## config.mk

```make
export PLATFORM = sky130hd
export DESIGN_NAME = mem_port_arbiter
export DESIGN_NICKNAME = d
export VERILOG_FILES = /design/src/rtl/mem_port_arbiter.sv
export SDC_FILE = /design/constraint.sdc
export NUM_CORES = 1
export LEC_CHECK = 0
export ABC_AREA = 1
export BUFFER_PORTS_ARGS = -buffer_cell sky130_fd_sc_hd__buf_4
export CORE_UTILIZATION = 50
export CTS_BUF_LIST = sky130_fd_sc_hd__clkbuf_4
export DETAILED_ROUTE_END_ITERATION = 7
export PLACE_DENSITY = 0.95
export SYNTH_ARGS = -nofsm -noshare
export SYNTH_HDL_FRONTEND = slang
export SYNTH_SLANG_ARGS = --single-unit
```

## constraint.sdc

```tcl
create_clock -name Clk -period 3.14 [get_ports Clk]
set_clock_uncertainty 0.05 [all_clocks]
set_input_delay 0.157 -clock Clk [delete_from_list [all_inputs] [get_ports Clk]]
set_output_delay 0.157 -clock Clk [all_outputs]
set_load 0.02 [all_outputs]
```

## src/rtl/mem_port_arbiter.sv

```systemverilog
// Unified memory port arbiter: serialises fetch (I) and load/store (D)
// accesses, absorbs read latency and returns data with a done pulse.
module mem_port_arbiter #(
  parameter int ADDR_W     = 32,
  parameter int DATA_W     = 32,
  parameter int MEM_LAT    = 2,
  parameter int STARVE_MAX = 4
) (
  input  logic              Clk,
  input  logic              Reset,
  input  logic              i_req,
  input  logic [ADDR_W-1:0] i_addr,
  output logic              i_gnt,
  output logic              i_done,
  input  logic              d_req,
  input  logic              d_we,
  input  logic [ADDR_W-1:0] d_addr,
  input  logic [DATA_W-1:0] d_wdata,
  output logic              d_gnt,
  output logic              d_done,
  output logic [DATA_W-1:0] rdata,
  output logic [ADDR_W-1:0] mem_addr,
  output logic              mem_wr,
  output logic [DATA_W-1:0] mem_wdata,
  input  logic [DATA_W-1:0] mem_rdata,
  output logic              busy
);

  localparam int SW = $clog2(STARVE_MAX + 1);
  localparam logic [2:0] LAT = 3'(MEM_LAT);
  localparam logic [SW-1:0] SMAX = SW'(STARVE_MAX);

  typedef enum logic [1:0] {IDLE, ACCESS, DONE} state_t;

  state_t            state, state_n;
  logic              own_d, own_d_n;
  logic              we_q, we_n;
  logic [2:0]        lat_cnt, lat_n;
  logic [SW-1:0]     starve_cnt, starve_n;
  logic [ADDR_W-1:0] addr_n;
  logic [DATA_W-1:0] wdata_n, rdata_n;
  logic              i_gnt_n, d_gnt_n;
  logic              i_done_n, d_done_n;
  logic              wr_n, busy_n;
  logic              grant_d, grant_i;

  // I wins only once D has taken STARVE_MAX grants in a row over it
  assign grant_d = d_req && !(i_req && starve_cnt == SMAX);
  assign grant_i = i_req && !grant_d;

  always_comb begin
    state_n  = state;
    own_d_n  = own_d;
    we_n     = we_q;
    lat_n    = lat_cnt;
    starve_n = starve_cnt;
    addr_n   = mem_addr;
    wdata_n  = mem_wdata;
    rdata_n  = rdata;
    i_gnt_n  = 1'b0;
    d_gnt_n  = 1'b0;
    i_done_n = 1'b0;
    d_done_n = 1'b0;
    wr_n     = 1'b0;
    unique case (state)
      IDLE: begin
        unique case (1'b1)
          grant_d: begin
            state_n = ACCESS;
            own_d_n = 1'b1;
            we_n    = d_we;
            wr_n    = d_we;
            addr_n  = d_addr;
            wdata_n = d_wdata;
            lat_n   = 3'd1;
            d_gnt_n = 1'b1;
            if (!i_req)
              starve_n = '0;
            else if (starve_cnt != SMAX)
              starve_n = starve_cnt + 1'b1;
          end
          grant_i: begin
            state_n  = ACCESS;
            own_d_n  = 1'b0;
            we_n     = 1'b0;
            addr_n   = i_addr;
            lat_n    = 3'd1;
            i_gnt_n  = 1'b1;
            starve_n = '0;
          end
          default: starve_n = '0;
        endcase
      end
      ACCESS: begin
        if (we_q || lat_cnt == LAT) begin
          state_n  = DONE;
          i_done_n = !own_d;
          d_done_n = own_d;
          if (!we_q)
            rdata_n = mem_rdata;
        end else begin
          lat_n = lat_cnt + 3'd1;
        end
      end
      DONE:    state_n = IDLE;
      default: state_n = IDLE;
    endcase
    busy_n = (state_n != IDLE);
  end

  always_ff @(posedge Clk) begin
    if (!Reset) begin
      state      <= IDLE;
      own_d      <= 1'b0;
      we_q       <= 1'b0;
      lat_cnt    <= '0;
      starve_cnt <= '0;
      mem_addr   <= '0;
      mem_wdata  <= '0;
      mem_wr     <= 1'b0;
      rdata      <= '0;
      i_gnt      <= 1'b0;
      d_gnt      <= 1'b0;
      i_done     <= 1'b0;
      d_done     <= 1'b0;
      busy       <= 1'b0;
    end else begin
      state      <= state_n;
      own_d      <= own_d_n;
      we_q       <= we_n;
      lat_cnt    <= lat_n;
      starve_cnt <= starve_n;
      mem_addr   <= addr_n;
      mem_wdata  <= wdata_n;
      mem_wr     <= wr_n;
      rdata      <= rdata_n;
      i_gnt      <= i_gnt_n;
      d_gnt      <= d_gnt_n;
      i_done     <= i_done_n;
      d_done     <= d_done_n;
      busy       <= busy_n;
    end
  end

endmodule

```

==> results of run 1 <==
## worst max-delay path: cells and delay by family (launching register included)
family / cells / cell delay, ns
DFF: 1 / 0.38
buffers and inverters: 2 / 1.31
AOI/OAI and AO/OA: 1 / 0.15
and+or+nand+nor: 4 / 0.63
## logic make-up after synthesis
family,count (synthesis),share of synthesized area [%]
AOI/OAI and AO/OA,104,11.9
xor gates and xnor gates,1,0.197
adders and majority gates,4,1.12
buffers and inverters,83,7.86
DFF,112,50.3
and+or+nand+nor,329,28.6
## registers in the layout, summed over array words and instances, names as in the netlist
signal      count
busy            1
d_done          1
d_gnt           1
i_done          1
i_gnt           1
lat_cnt         3
mem_addr       32
mem_wdata      32
mem_wr          1
own_d           1
rdata          32
starve_cnt      3
state           2
we_q            1
## routing by layer
| metal | vias up | track usage, % | wire length, um |
|---|---|---|---|
| li1 | 2648 | - | - |
| met1 | 2654 | 35.7 | 6330 |
| met2 | 395 | 71.7 | 9630 |
| met3 | 131 | 12.1 | 1500 |
| met4 | 2 | 30.1 | 1320 |
| met5 | - | 0 | 10 |
## stage by stage
stage	instance area (um^2)	hold slack, ns	total power [mW]
6_report	7640	0.0558	3.27
3_5_place_dp	6210	0.334	2.36
4_1_cts	7640	0.0439	3.19
2_1_floorplan	4460	0.242	2.01
5_1_grt	7640	0.0529	3.41
3_3_place_gp	6210	0.326	2.34
## cell type report
type / instances / area share (%)
clock buffer: 9 / 0.884
clock inverter: 7 / 0.802
inverter: 48 / 2.36
multi-input combinational: 438 / 24.5
sequential: 112 / 29.3
tap: 108 / 1.77
timing repair buffer: 368 / 40.4
## cells in the mapped netlist
library cell | n | area share [%]
sky130_fd_sc_hd__nor2_1 | 232 | 20
sky130_fd_sc_hd__dfxtp_1 | 112 | 50
sky130_fd_sc_hd__o21ai_0 | 93 | 10
sky130_fd_sc_hd__nand2_1 | 79 | 6.7
sky130_fd_sc_hd__inv_1 | 44 | 3.7
sky130_fd_sc_hd__clkbuf_1 | 17 | 1.4
sky130_fd_sc_hd__buf_2 | 13 | 1.5
sky130_fd_sc_hd__nand3_1 | 11 | 1.2
sky130_fd_sc_hd__a21oi_1 | 5 | 0.56
sky130_fd_sc_hd__ha_1 | 4 | 1.1
sky130_fd_sc_hd__nand4_1 | 4 | 0.56
sky130_fd_sc_hd__buf_6 | 3 | 0.76
sky130_fd_sc_hd__inv_2 | 3 | 0.25
sky130_fd_sc_hd__o21ai_1 | 3 | 0.34
sky130_fd_sc_hd__buf_1 | 2 | 0.17
sky130_fd_sc_hd__a21boi_2 | 1 | 0.25
sky130_fd_sc_hd__clkinv_1 | 1 | 0.084
sky130_fd_sc_hd__nand3b_1 | 1 | 0.17
sky130_fd_sc_hd__nor2_2 | 1 | 0.14
sky130_fd_sc_hd__nor2_4 | 1 | 0.25
sky130_fd_sc_hd__o21ai_2 | 1 | 0.20
sky130_fd_sc_hd__o22ai_1 | 1 | 0.14
sky130_fd_sc_hd__xnor2_1 | 1 | 0.20
## where the power goes
group / switching [mW] / internal [mW]
clock network: 0.514 / 0.180
logic: 0.507 / 0.466
registers: 0.0696 / 1.53
## worst min-delay path by stage
stage | startpoint | endpoint | slack (ns) | depth (start not counted)
floorplan | d_wdata[10] | mem_wdata[10] | 0.24 | 2
global placement | d_wdata[30] | mem_wdata[30] | 0.33 | 3
detailed placement | d_wdata[14] | mem_wdata[14] | 0.33 | 3
CTS | d_req | state[0] | 0.04 | 3
global route | d_req | state[0] | 0.05 | 3
finish | d_req | state[0] | 0.06 | 3
==> results.md, run 1 <==
Logic synthesis:
- The number of instances in the synthesized netlist is 633.
- The number of distinct library cells after synthesis is 23.
- The mapped netlist covers 4460 um^2.
- The mean cell area of the mapped netlist is 7.04 um^2.
- The number of warning messages in the yosys log is 0.
- The synthesis-stage register bit count is 112.
- The sequential share of the synthesized area is 50.3%.
- Counting every net in the synthesized netlist gives 770.

Place:
- The number of port buffers is 234.
- The HPWL reported at the end of detailed placement is 8480 um.
- The global placement routability congestion is 0.800.
- Timing analysis after detailed placement gives a worst setup slack of 1.24 ns.
- The number of placed instances, taps included, is 944.

Worst setup path:
- The data required time at the worst endpoint is 3.45 ns.
- The count of cells along the worst register-to-register path is 7.
- Data on the critical path arrives at its endpoint at 2.96 ns.
- The maximum cell stage delay along the critical path is 0.73 ns.
- The maximum fanout along the worst path is 64.
- The flop-to-flop setup slack is 0.49 ns.
- The endpoint of the most critical register-to-register path is mem_addr[22].
- The worst setup path startpoint is state[1].
- In this run the worst setup path terminates at mem_addr[22].
- The worst setup path is of the reg2reg kind.
- In this run the critical register-to-register path is launched from state[1].
- The cell with the largest stage delay on the worst path is sky130_fd_sc_hd__inv_2.
- The worst setup path is launched from a register.
- Traced cell by cell, the critical path runs through nor2_2 > o21ai_2 > inv_2 > nand2_1 > nor2_1 > dlygate4sd3_1 > nor2_1.
- The cell type with the highest occurrence count on the critical path is sky130_fd_sc_hd__nor2_1.
- The capturing element type of the critical path is a register.

STA:
- The portion of the clock cycle consumed by the worst path in the final layout is 84.3%.
- The final critical path time including I/O delays and setup is 2.65 ns.
- The transition at the pin with the smallest max-transition slack is 0.980 ns.
- The maximum clock frequency is 378 MHz.
- The total negative slack is 0 ns.
- The number of hold-slack violations in the final timing report came to 0.
- The count of final max-slew check failures came to 0.
- Setup repair after global routing left no endpoint under its margin.
- The worst pin sits at a relative slew slack of 34.6%.
- After layout, the worst setup slack is 0.492 ns.
- Setup violations remaining at the end of the flow were counted as 0.

Power and ir drop:
- The highest ir drop seen on vdd is 0.346 mV.
- The leakage power is 3.80 nW.
- For this design the ratio of total power to cell area is 428 nW/um^2.

Clock tree:
- After clock tree synthesis, the clock-pin slew on the worst setup and hold paths is 0.19 ns.
- The clock passes through at most 2 buffers.
- The clock insertion delay at the later pin of the skew report is 0.47 ns.
- The number of buffers added for setup after CTS is 0.
- The number of sinks driven by the clock tree is 112.
- The number of buffers created by CTS is 9.
- The H-tree was split into 3 levels.
- The clock tree from TritonCTS is yes.
- CTS placed an instance of sky130_fd_sc_hd__clkbuf_4 at the clock tree root.
- After clock tree synthesis, the flow added hold-fix buffers numbering 130.
- The number of gates given a new drive strength after cts is 0.

GRT:
- The global-route wire length before repair is 27300 um.
- The all-layer global routing usage is 39.1%.
- The maximum number of pins on one net before global-route repair is 65.
- The number of global-route vias before repair is 6004.
- The total global routing overflow is 0.
- The initial antenna violation count came to 1.

Floorplan:
- In this run the count of I/O pins placed on the die edge is 235.
- The total die area is 9290 um^2.
- The floorplan step set the die height to 96.4 um.
- The core area is 8680 um^2.
- The die width is 96.4 um.
- After floorplanning, the core was divided into 34 placement rows.
- For this configuration, the core starts out at a cell density of 51.3%.

Cells and area:
- The post-synthesis to final-layout area growth is 71.6%.
- The share of the core filled with cells is 88.1%.
- The share of post-route cells with drive strength above 1 is 26.6%.
- The final-stage net count is 1114.
- Registers take 2240 um^2.
- The area taken by multi-input logic gates is 1870 um^2.
- The diode insertion count for antenna repair is 0.
- The most common cell after layout, fill and taps aside is sky130_fd_sc_hd__buf_4.
- In the layout the commonest cells are sky130_fd_sc_hd__buf_4, sky130_fd_sc_hd__nor2_1, sky130_fd_sc_hd__dlygate4sd3_1.
- The layout has 410 filler cells.
- Excluding fillers, the count of instances in the completed layout stands at 1090.

Detailed routing:
- The per-cell via count in the routed design is 5.35.
- In the routed design, unresolved DRC markers number 0.
- The detailed-route via count is 5830.
- The total detailed-routing wirelength is 18800 um.
- The routed length per placed instance is 17.2 um.
- In this run the remaining antenna-violating nets after routing total 0.
- Before antenna repair, the detailed router went through 7 iterations.
- The violation count after the first detailed-routing iteration is 279.

Flow run:
- Max-cap violations in this run came to 0.

Worst hold path:
- The tightest min-delay check is of the in2reg type.

Run status:
- The flow ran to the end, and the final reports show no timing, DRC or antenna violations.
Power figures use the tool's default switching activity.
==> run 2: changes to the inputs <==
Settings changed: CORE_UTILIZATION 50 to 47, PLACE_DENSITY 0.95 to 0.91.
Clock period 3.14 ns to 2.49 ns, I/O delays scaled along.
==> results.md, run 2 (synthesis results as in run 1) <==
Worst setup path:
- The capturing element type of the critical path is a register (unchanged).
- The count of cells along the worst register-to-register path is 10 (was 7).
- The startpoint type of the worst setup path is a register (unchanged).
- The critical path's top delay family is buffers and inverters (unchanged).
- The maximum cell stage delay along the critical path is 0.58 ns (was 0.73 ns).
- The cell type with the highest occurrence count on the critical path was sky130_fd_sc_hd__nand2_1 (was sky130_fd_sc_hd__nor2_1).
- The maximum fanout along the worst path is 39 (was 64).
- The type of the setup path with the least slack was reg2reg (unchanged).
- Cells traversed along the worst timing path: inv_1 > ha_1 > nand2_1 > a21boi_4 > buf_4 > nand2_1 > nand2_1 > nor2_1 > dlygate4sd3_1 > nor2_1 (was nor2_2 > o21ai_2 > inv_2 > nand2_1 > nor2_1 > dlygate4sd3_1 > nor2_1).
- The number of buffer and inverter stages on the critical path is 3 (was 2).
- The startpoint of the worst-slack reg-to-reg timing path is starve_cnt[0] (was state[1]).
- The critical path data arrival time is 2.73 ns (was 2.96 ns).
- The endpoint of the most critical register-to-register path is mem_addr[19] (was mem_addr[22]).
- The flop-to-flop setup slack was 0.10 ns (was 0.49 ns).
- The data required time at the worst endpoint was 2.83 ns (was 3.45 ns).
- The cell with the largest stage delay on the worst path is sky130_fd_sc_hd__dlygate4sd3_1 (was sky130_fd_sc_hd__inv_2).

Cells and area:
- The final-stage net count was 1125 (was 1114).
- Biggest regs: mem_addr x32, mem_wdata x32, rdata x32 (unchanged).
- The share of the core filled with cells is 84.5% (was 88.1%).
- The non-filler instance count after layout was 1104 (was 1090).
- The most common cell after layout, fill and taps aside is sky130_fd_sc_hd__buf_4 (unchanged).
- The share of post-route cells with drive strength above 1 came to 26.6% (about the same).
- The diode insertion count for antenna repair is 0 (unchanged).
- The post-synthesis to final-layout area growth is 74.4% (was 71.6%).
- The number of fillers in the final layout is 468 (was 410).
- Commonest cells after routing, fill and taps aside: sky130_fd_sc_hd__buf_4, sky130_fd_sc_hd__nor2_1, sky130_fd_sc_hd__dlygate4sd3_1 (unchanged).
- The final design instance area without fill was 7770 um^2 (was 7640 um^2).

STA:
- The final critical path time including I/O delays and setup was 2.39 ns (was 2.65 ns).
- The setup slack after layout came to 0.103 ns (was 0.492 ns).
- The maximum clock frequency is 419 MHz (was 378 MHz).
- The total negative slack is 0 ns (unchanged).
- The number of failing setup endpoints in the final timing report came to 0 (unchanged).
- Unrepaired setup endpoints after global routing: no (unchanged).
- The relative slew slack is 33.5% (was 34.6%).
- The worst slack on hold paths is 0.0614 ns (was 0.0558 ns).
- The transition at the pin with the smallest max-transition slack was 0.996 ns (was 0.980 ns).
- The number of hold-slack violations in the final timing report is 0 (unchanged).
- The count of final max-slew check failures is 0 (unchanged).
- The portion of the clock cycle consumed by the worst path in the final layout is 95.9% (was 84.3%).

Power and ir drop:
- The total power divided by cell area was 537 nW/um^2 (was 428 nW/um^2).
- The leakage power is 3.85 nW (was 3.80 nW).
- The switching power of the nets was 1.40 mW (was 1.09 mW).
- The share of power burned in registers is 48.3% (was 49.0%).
- The combinational power share is 29.9% (was 29.7%).
- The total power came to 4.18 mW (was 3.27 mW).
- The share of total power in the clock network came to 21.8% (was 21.2%).
- The switching share of power was 33.5% (was 33.3%).
- The cell-internal power is 2.78 mW (was 2.18 mW).
- The highest ir drop seen on vdd is 0.390 mV (was 0.346 mV).

GRT:
- The total global routing overflow is 0 (unchanged).
- The global-route wire length before repair is 29000 um (was 27300 um).
- The number of global-route vias before repair is 6241 (was 6004).
- The initial antenna violation count is 0 (was 1).
- The all-layer global routing usage is 37.3% (was 39.1%).
- The maximum number of pins on one net before global-route repair is 41 (was 65).

Place:
- The global placement routability congestion is 0.780 (was 0.800).
- The worst setup slack after placement is 0.714 ns (was 1.24 ns).
- The HPWL reported at the end of detailed placement is 8390 um (was 8480 um).
- The instance area after placement is 6250 um^2 (was 6210 um^2).
- The total instance count after detailed placement is 950 (was 944).
- The number of port buffers is 234 (unchanged).

Floorplan:
- The initial core utilization is 48.4% (was 51.3%).
- The vertical extent of the die is 99.4 um (was 96.4 um).
- The total die area is 9870 um^2 (was 9290 um^2).
- The die width came to 99.4 um (was 96.4 um).
- The core area is 9200 um^2 (was 8680 um^2).
- The total I/O pin count came to 235 (unchanged).
- The count of standard-cell rows is 35 (was 34).

Clock tree:
- The number of sinks driven by the clock tree is 112 (unchanged).
- The maximum buffer depth of the clock tree is 2 (unchanged).
- The H-tree depth came to 3 (unchanged).
- The clock tree from TritonCTS is yes (unchanged).
- The clock root buffer master is sky130_fd_sc_hd__clkbuf_4 (unchanged).
- The clock insertion delay at the later pin of the skew report was 0.44 ns (was 0.47 ns).
- The number of buffers created by CTS is 9 (unchanged).
- The clock-pin transition on the worst setup and hold timing paths was 0.20 ns (was 0.19 ns).
- The number of buffers added for setup after CTS is 0 (unchanged).

Worst hold path:
- The launch instance of the worst min-delay path is d_req (unchanged).
- The cell depth of the worst hold path came to 3 (unchanged).
- The sink of the worst hold path is state[0] (unchanged).
- The classification of the worst-slack hold path is in2reg (unchanged).

Detailed routing:
- The length of the first detailed-routing pass in iterations came to 5 (was 7).
- The per-cell via count in the routed design was 5.31 (was 5.35).
- The violation count after the first detailed-routing iteration is 313 (was 279).
- The number of nets with antenna violations after routing is 0 (unchanged).
- The total detailed-routing wirelength was 18600 um (was 18800 um).
- The detailed-route via count was 5864 (was 5830).
- The routed length per placed instance is 16.8 um (was 17.2 um).
- The final routed DRC violation total was 0 (unchanged).

Flow run:
- The number of maximum-capacitance violations was 0 (unchanged).

Run status:
- Status: completed (unchanged).
==> run 2: worst min-delay path, cell delays in order <==
cell and delay [ns]:
sky130_fd_sc_hd__buf_4 0.11, sky130_fd_sc_hd__o21ai_2 0.13, sky130_fd_sc_hd__a21oi_1 0.16
==> run 2: metal layers <==
layer / up-vias / track usage, % / routed length, um
met4: 0 / 27.6 / 1250
li1: 2671 / - / -
met5: - / 0 / 0
met2: 364 / 68.9 / 9580
met1: 2699 / 36.0 / 6490
met3: 130 / 8.92 / 1260
==> run 2: worst max path at each step <==
stage	start	cells past startpoint	end
floorplan	starve_cnt[0]	8	mem_wdata[11]
global placement	state[1]	7	mem_addr[11]
detailed placement	lat_cnt[0]	6	rdata[9]
CTS	state[1]	8	mem_addr[9]
global route	starve_cnt[0]	10	mem_addr[19]
finish	starve_cnt[0]	10	mem_addr[19]
==> run 2: repair_timing <==
action	in CTS	in global routing
endpoints found under the setup margin	0	6
hold endpoints to repair	101	0
hold buffers	138	0
gates resized for setup	0	2
==> run 2: power groups by stage <==
| stage | Sequential [mW] | Combinational (mW) | Clock [mW] |
|---|---|---|---|
| final | 2.02 | 1.25 | 0.909 |
| after global routing | 2.03 | 1.33 | 0.979 |
| after CTS | 2.00 | 1.16 | 0.911 |
| after detailed placement | 2.04 | 0.946 | 0 |
| after global placement | 2.04 | 0.935 | 0 |
| after floorplan | 2.19 | 0.341 | 0 |
==> run 2: final cells by class <==
cell class              instances  area, um^2  share of cell area [%]
well taps                     111         139                    1.79
flip-flops and latches        112        2240                    28.8
clock buffers                   9        67.6                   0.869
multi-input cells             438        1870                    24.1
clock inverters                 7        67.6                   0.869
repair buffers                379        3200                    41.2
inverters                      48         183                    2.35
==> run 3: changes to the inputs <==
Settings changed: CORE_MARGIN from default to 8.
==> results.md, run 3 (synthesis results as in run 1) <==
Power and ir drop:
- The highest ir drop seen on vdd is 0.468 mV (was 0.390 mV).
- The total power was 4.11 mW (was 4.18 mW).
- The leakage power was 3.83 nW (was 3.85 nW).
- The total power divided by cell area is 532 nW/um^2 (was 537 nW/um^2).

Detailed routing:
- The length of the first detailed-routing pass in iterations is 5 (unchanged).
- The number of nets with antenna violations after routing is 0 (unchanged).
- The detailed-route via count is 5766 (was 5864).
- The total detailed-routing wirelength is 19600 um (was 18600 um).
- The violation count after the first detailed-routing iteration is 409 (was 313).
- The per-cell via count in the routed design is 5.14 (was 5.31).
- The final routed DRC violation total was 0 (unchanged).
- The routed length per placed instance came to 17.4 um (was 16.8 um).

Worst setup path:
- The type of the setup path with the least slack is reg2reg (unchanged).
- The flop-to-flop setup slack is 0.13 ns (was 0.10 ns).
- The data required time at the worst endpoint is 2.81 ns (was 2.83 ns).
- The capturing element type of the critical path is a register (unchanged).
- The maximum fanout along the worst path is 64 (was 39).
- The startpoint of the worst-slack reg-to-reg timing path is state[1] (was starve_cnt[0]).
- The count of cells along the worst register-to-register path is 8 (was 10).
- The startpoint type of the worst setup path is a register (unchanged).
- The critical path data arrival time was 2.67 ns (was 2.73 ns).
- The endpoint of the most critical register-to-register path is mem_addr[19] (unchanged).

STA:
- The relative slew slack came to 59.5% (was 33.5%).
- The setup slack after layout is 0.133 ns (was 0.103 ns).
- The maximum clock frequency is 424 MHz (was 419 MHz).
- The final critical path time including I/O delays and setup is 2.36 ns (was 2.39 ns).
- The count of final max-slew check failures is 0 (unchanged).
- The total negative slack is 0 ns (unchanged).
- The number of hold-slack violations in the final timing report came to 0 (unchanged).
- The worst slack on hold paths is 0.0439 ns (was 0.0614 ns).
- The transition at the pin with the smallest max-transition slack is 0.607 ns (was 0.996 ns).
- The portion of the clock cycle consumed by the worst path in the final layout is 94.7% (was 95.9%).
- The number of failing setup endpoints in the final timing report came to 0 (unchanged).
- Unrepaired setup endpoints after global routing: no (unchanged).

Floorplan:
- The total I/O pin count is 235 (unchanged).
- The die width is 113 um (was 99.4 um).
- The initial core utilization is 48.2% (was 48.4%).
- The count of standard-cell rows is 35 (unchanged).
- The core area is 9240 um^2 (was 9200 um^2).
- The total die area is 12900 um^2 (was 9870 um^2).
- The vertical extent of the die was 113 um (was 99.4 um).

Place:
- The worst setup slack after placement is 0.877 ns (was 0.714 ns).
- The HPWL reported at the end of detailed placement is 10100 um (was 8390 um).
- The number of port buffers came to 234 (unchanged).
- The global placement routability congestion is 0.778 (was 0.780).
- The total instance count after detailed placement is 969 (was 950).
- The instance area after placement is 6280 um^2 (was 6250 um^2).

GRT:
- The global-route wire length before repair was 30600 um (was 29000 um).
- The number of global-route vias before repair is 6078 (was 6241).
- The all-layer global routing usage is 29.9% (was 37.3%).
- The maximum number of pins on one net before global-route repair is 65 (was 41).
- The total global routing overflow is 0 (unchanged).
- The initial antenna violation count was 5 (was 0).

Clock tree:
- The clock root buffer master is sky130_fd_sc_hd__clkbuf_4 (unchanged).
- The clock-pin transition on the worst setup and hold timing paths was 0.18 ns (was 0.20 ns).
- The number of sinks driven by the clock tree is 112 (unchanged).
- The number of buffers created by CTS was 9 (unchanged).
- The maximum buffer depth of the clock tree is 2 (unchanged).
- The H-tree depth is 3 (unchanged).
- The clock tree from TritonCTS is yes (unchanged).
- The number of buffers added for setup after CTS was 0 (unchanged).
- The clock insertion delay at the later pin of the skew report is 0.45 ns (was 0.44 ns).

Worst hold path:
- The sink of the worst hold path is rdata[12] (was state[0]).
- The cell depth of the worst hold path is 3 (unchanged).
- The launch instance of the worst min-delay path is Reset (was d_req).
- The classification of the worst-slack hold path is in2reg (unchanged).

Cells and area:
- The non-filler instance count after layout is 1121 (was 1104).
- The final design instance area without fill is 7730 um^2 (was 7770 um^2).
- The final-stage net count was 1119 (was 1125).
- The number of fillers in the final layout is 514 (was 468).
- Biggest regs: mem_addr x32, mem_wdata x32, rdata x32 (unchanged).
- The share of the core filled with cells is 83.7% (was 84.5%).
- Commonest cells after routing, fill and taps aside: sky130_fd_sc_hd__buf_4, sky130_fd_sc_hd__nor2_1, sky130_fd_sc_hd__dlygate4sd3_1 (unchanged).
- The area of all sequential standard cells came to 2240 um^2 (unchanged).
- The share of post-route cells with drive strength above 1 came to 26.8% (was 26.6%).
- The area taken by multi-input logic gates is 1870 um^2 (unchanged).
- The most common cell after layout, fill and taps aside is sky130_fd_sc_hd__buf_4 (unchanged).
- The post-synthesis to final-layout area growth is 73.5% (was 74.4%).

Run status:
- Status: completed (unchanged).

Flow run:
- The number of maximum-capacitance violations is 0 (unchanged).
[run 3: changes by cell type in the layout (fill, tap and decap cells not counted)]
| cell | delta |
|---|---|
| sky130_fd_sc_hd__inv_2 | +1 |
| sky130_fd_sc_hd__diode_2 | +5 |
| sky130_fd_sc_hd__inv_4 | -1 |
| sky130_fd_sc_hd__dlygate4sd3_1 | -7 |
| sky130_fd_sc_hd__clkinv_2 | +1 |
| sky130_fd_sc_hd__buf_4 | +1 |
| sky130_fd_sc_hd__inv_8 | -2 |
| sky130_fd_sc_hd__clkbuf_4 | +1 |
| sky130_fd_sc_hd__inv_6 | -1 |
| sky130_fd_sc_hd__clkinv_4 | +1 |
[run 3: worst max-delay path by stage]
stage | start | to | slack [ns]
after detailed placement | starve_cnt[0] | mem_wdata[24] | 0.88
after floorplan | starve_cnt[0] | mem_wdata[11] | 1.05
after global placement | state[1] | mem_addr[27] | 0.93
final | state[1] | mem_addr[19] | 0.13
after global routing | state[1] | mem_addr[19] | 0.03
after CTS | state[1] | mem_addr[16] | 0.30
[run 3: power by group]
part	switching (mW)	total, mW	leakage (nW)	internal (mW)
combinational	0.643	1.24	2.84	0.593
clock	0.626	0.858	0.0693	0.232
sequential	0.0835	2.02	0.920	1.93
[run 3: metal layers]
layer  part of all wire, %  vias up  GRT usage, %
met1                    33     2611          28.2
met3                   8.8      123          9.48
li1                      -     2666             -
met4                   7.1        0          25.0
met2                    51      366          52.1
met5                     0        -             0
[run 3: area by class of cell]
cell class                 count  share of cell area [%]
inverter                      48                    2.33
clock inverter                 6                   0.647
timing repair buffer         373                    40.6
tap                          129                    2.09
antenna                        5                   0.162
multi-input combinational    438                    24.2
sequential                   112                    29.0
clock buffer                  10                   0.971
[run 3: worst max-delay path, stage by stage (launching register included)]
cell and delay (ns):
sky130_fd_sc_hd__dfxtp_1 0.37, sky130_fd_sc_hd__nor2_2 0.19, sky130_fd_sc_hd__o21ai_2 0.15, sky130_fd_sc_hd__inv_2 0.07, sky130_fd_sc_hd__buf_4 0.48, sky130_fd_sc_hd__nand2_1 0.14, sky130_fd_sc_hd__nor2_1 0.15, sky130_fd_sc_hd__dlygate4sd3_1 0.58
sky130_fd_sc_hd__nor2_1 0.07
[run 3: what timing repair did]
action                                 in CTS  in global routing
hold buffers                              131                  0
resized for setup                           0                  0
endpoints found under the hold margin     103                  0
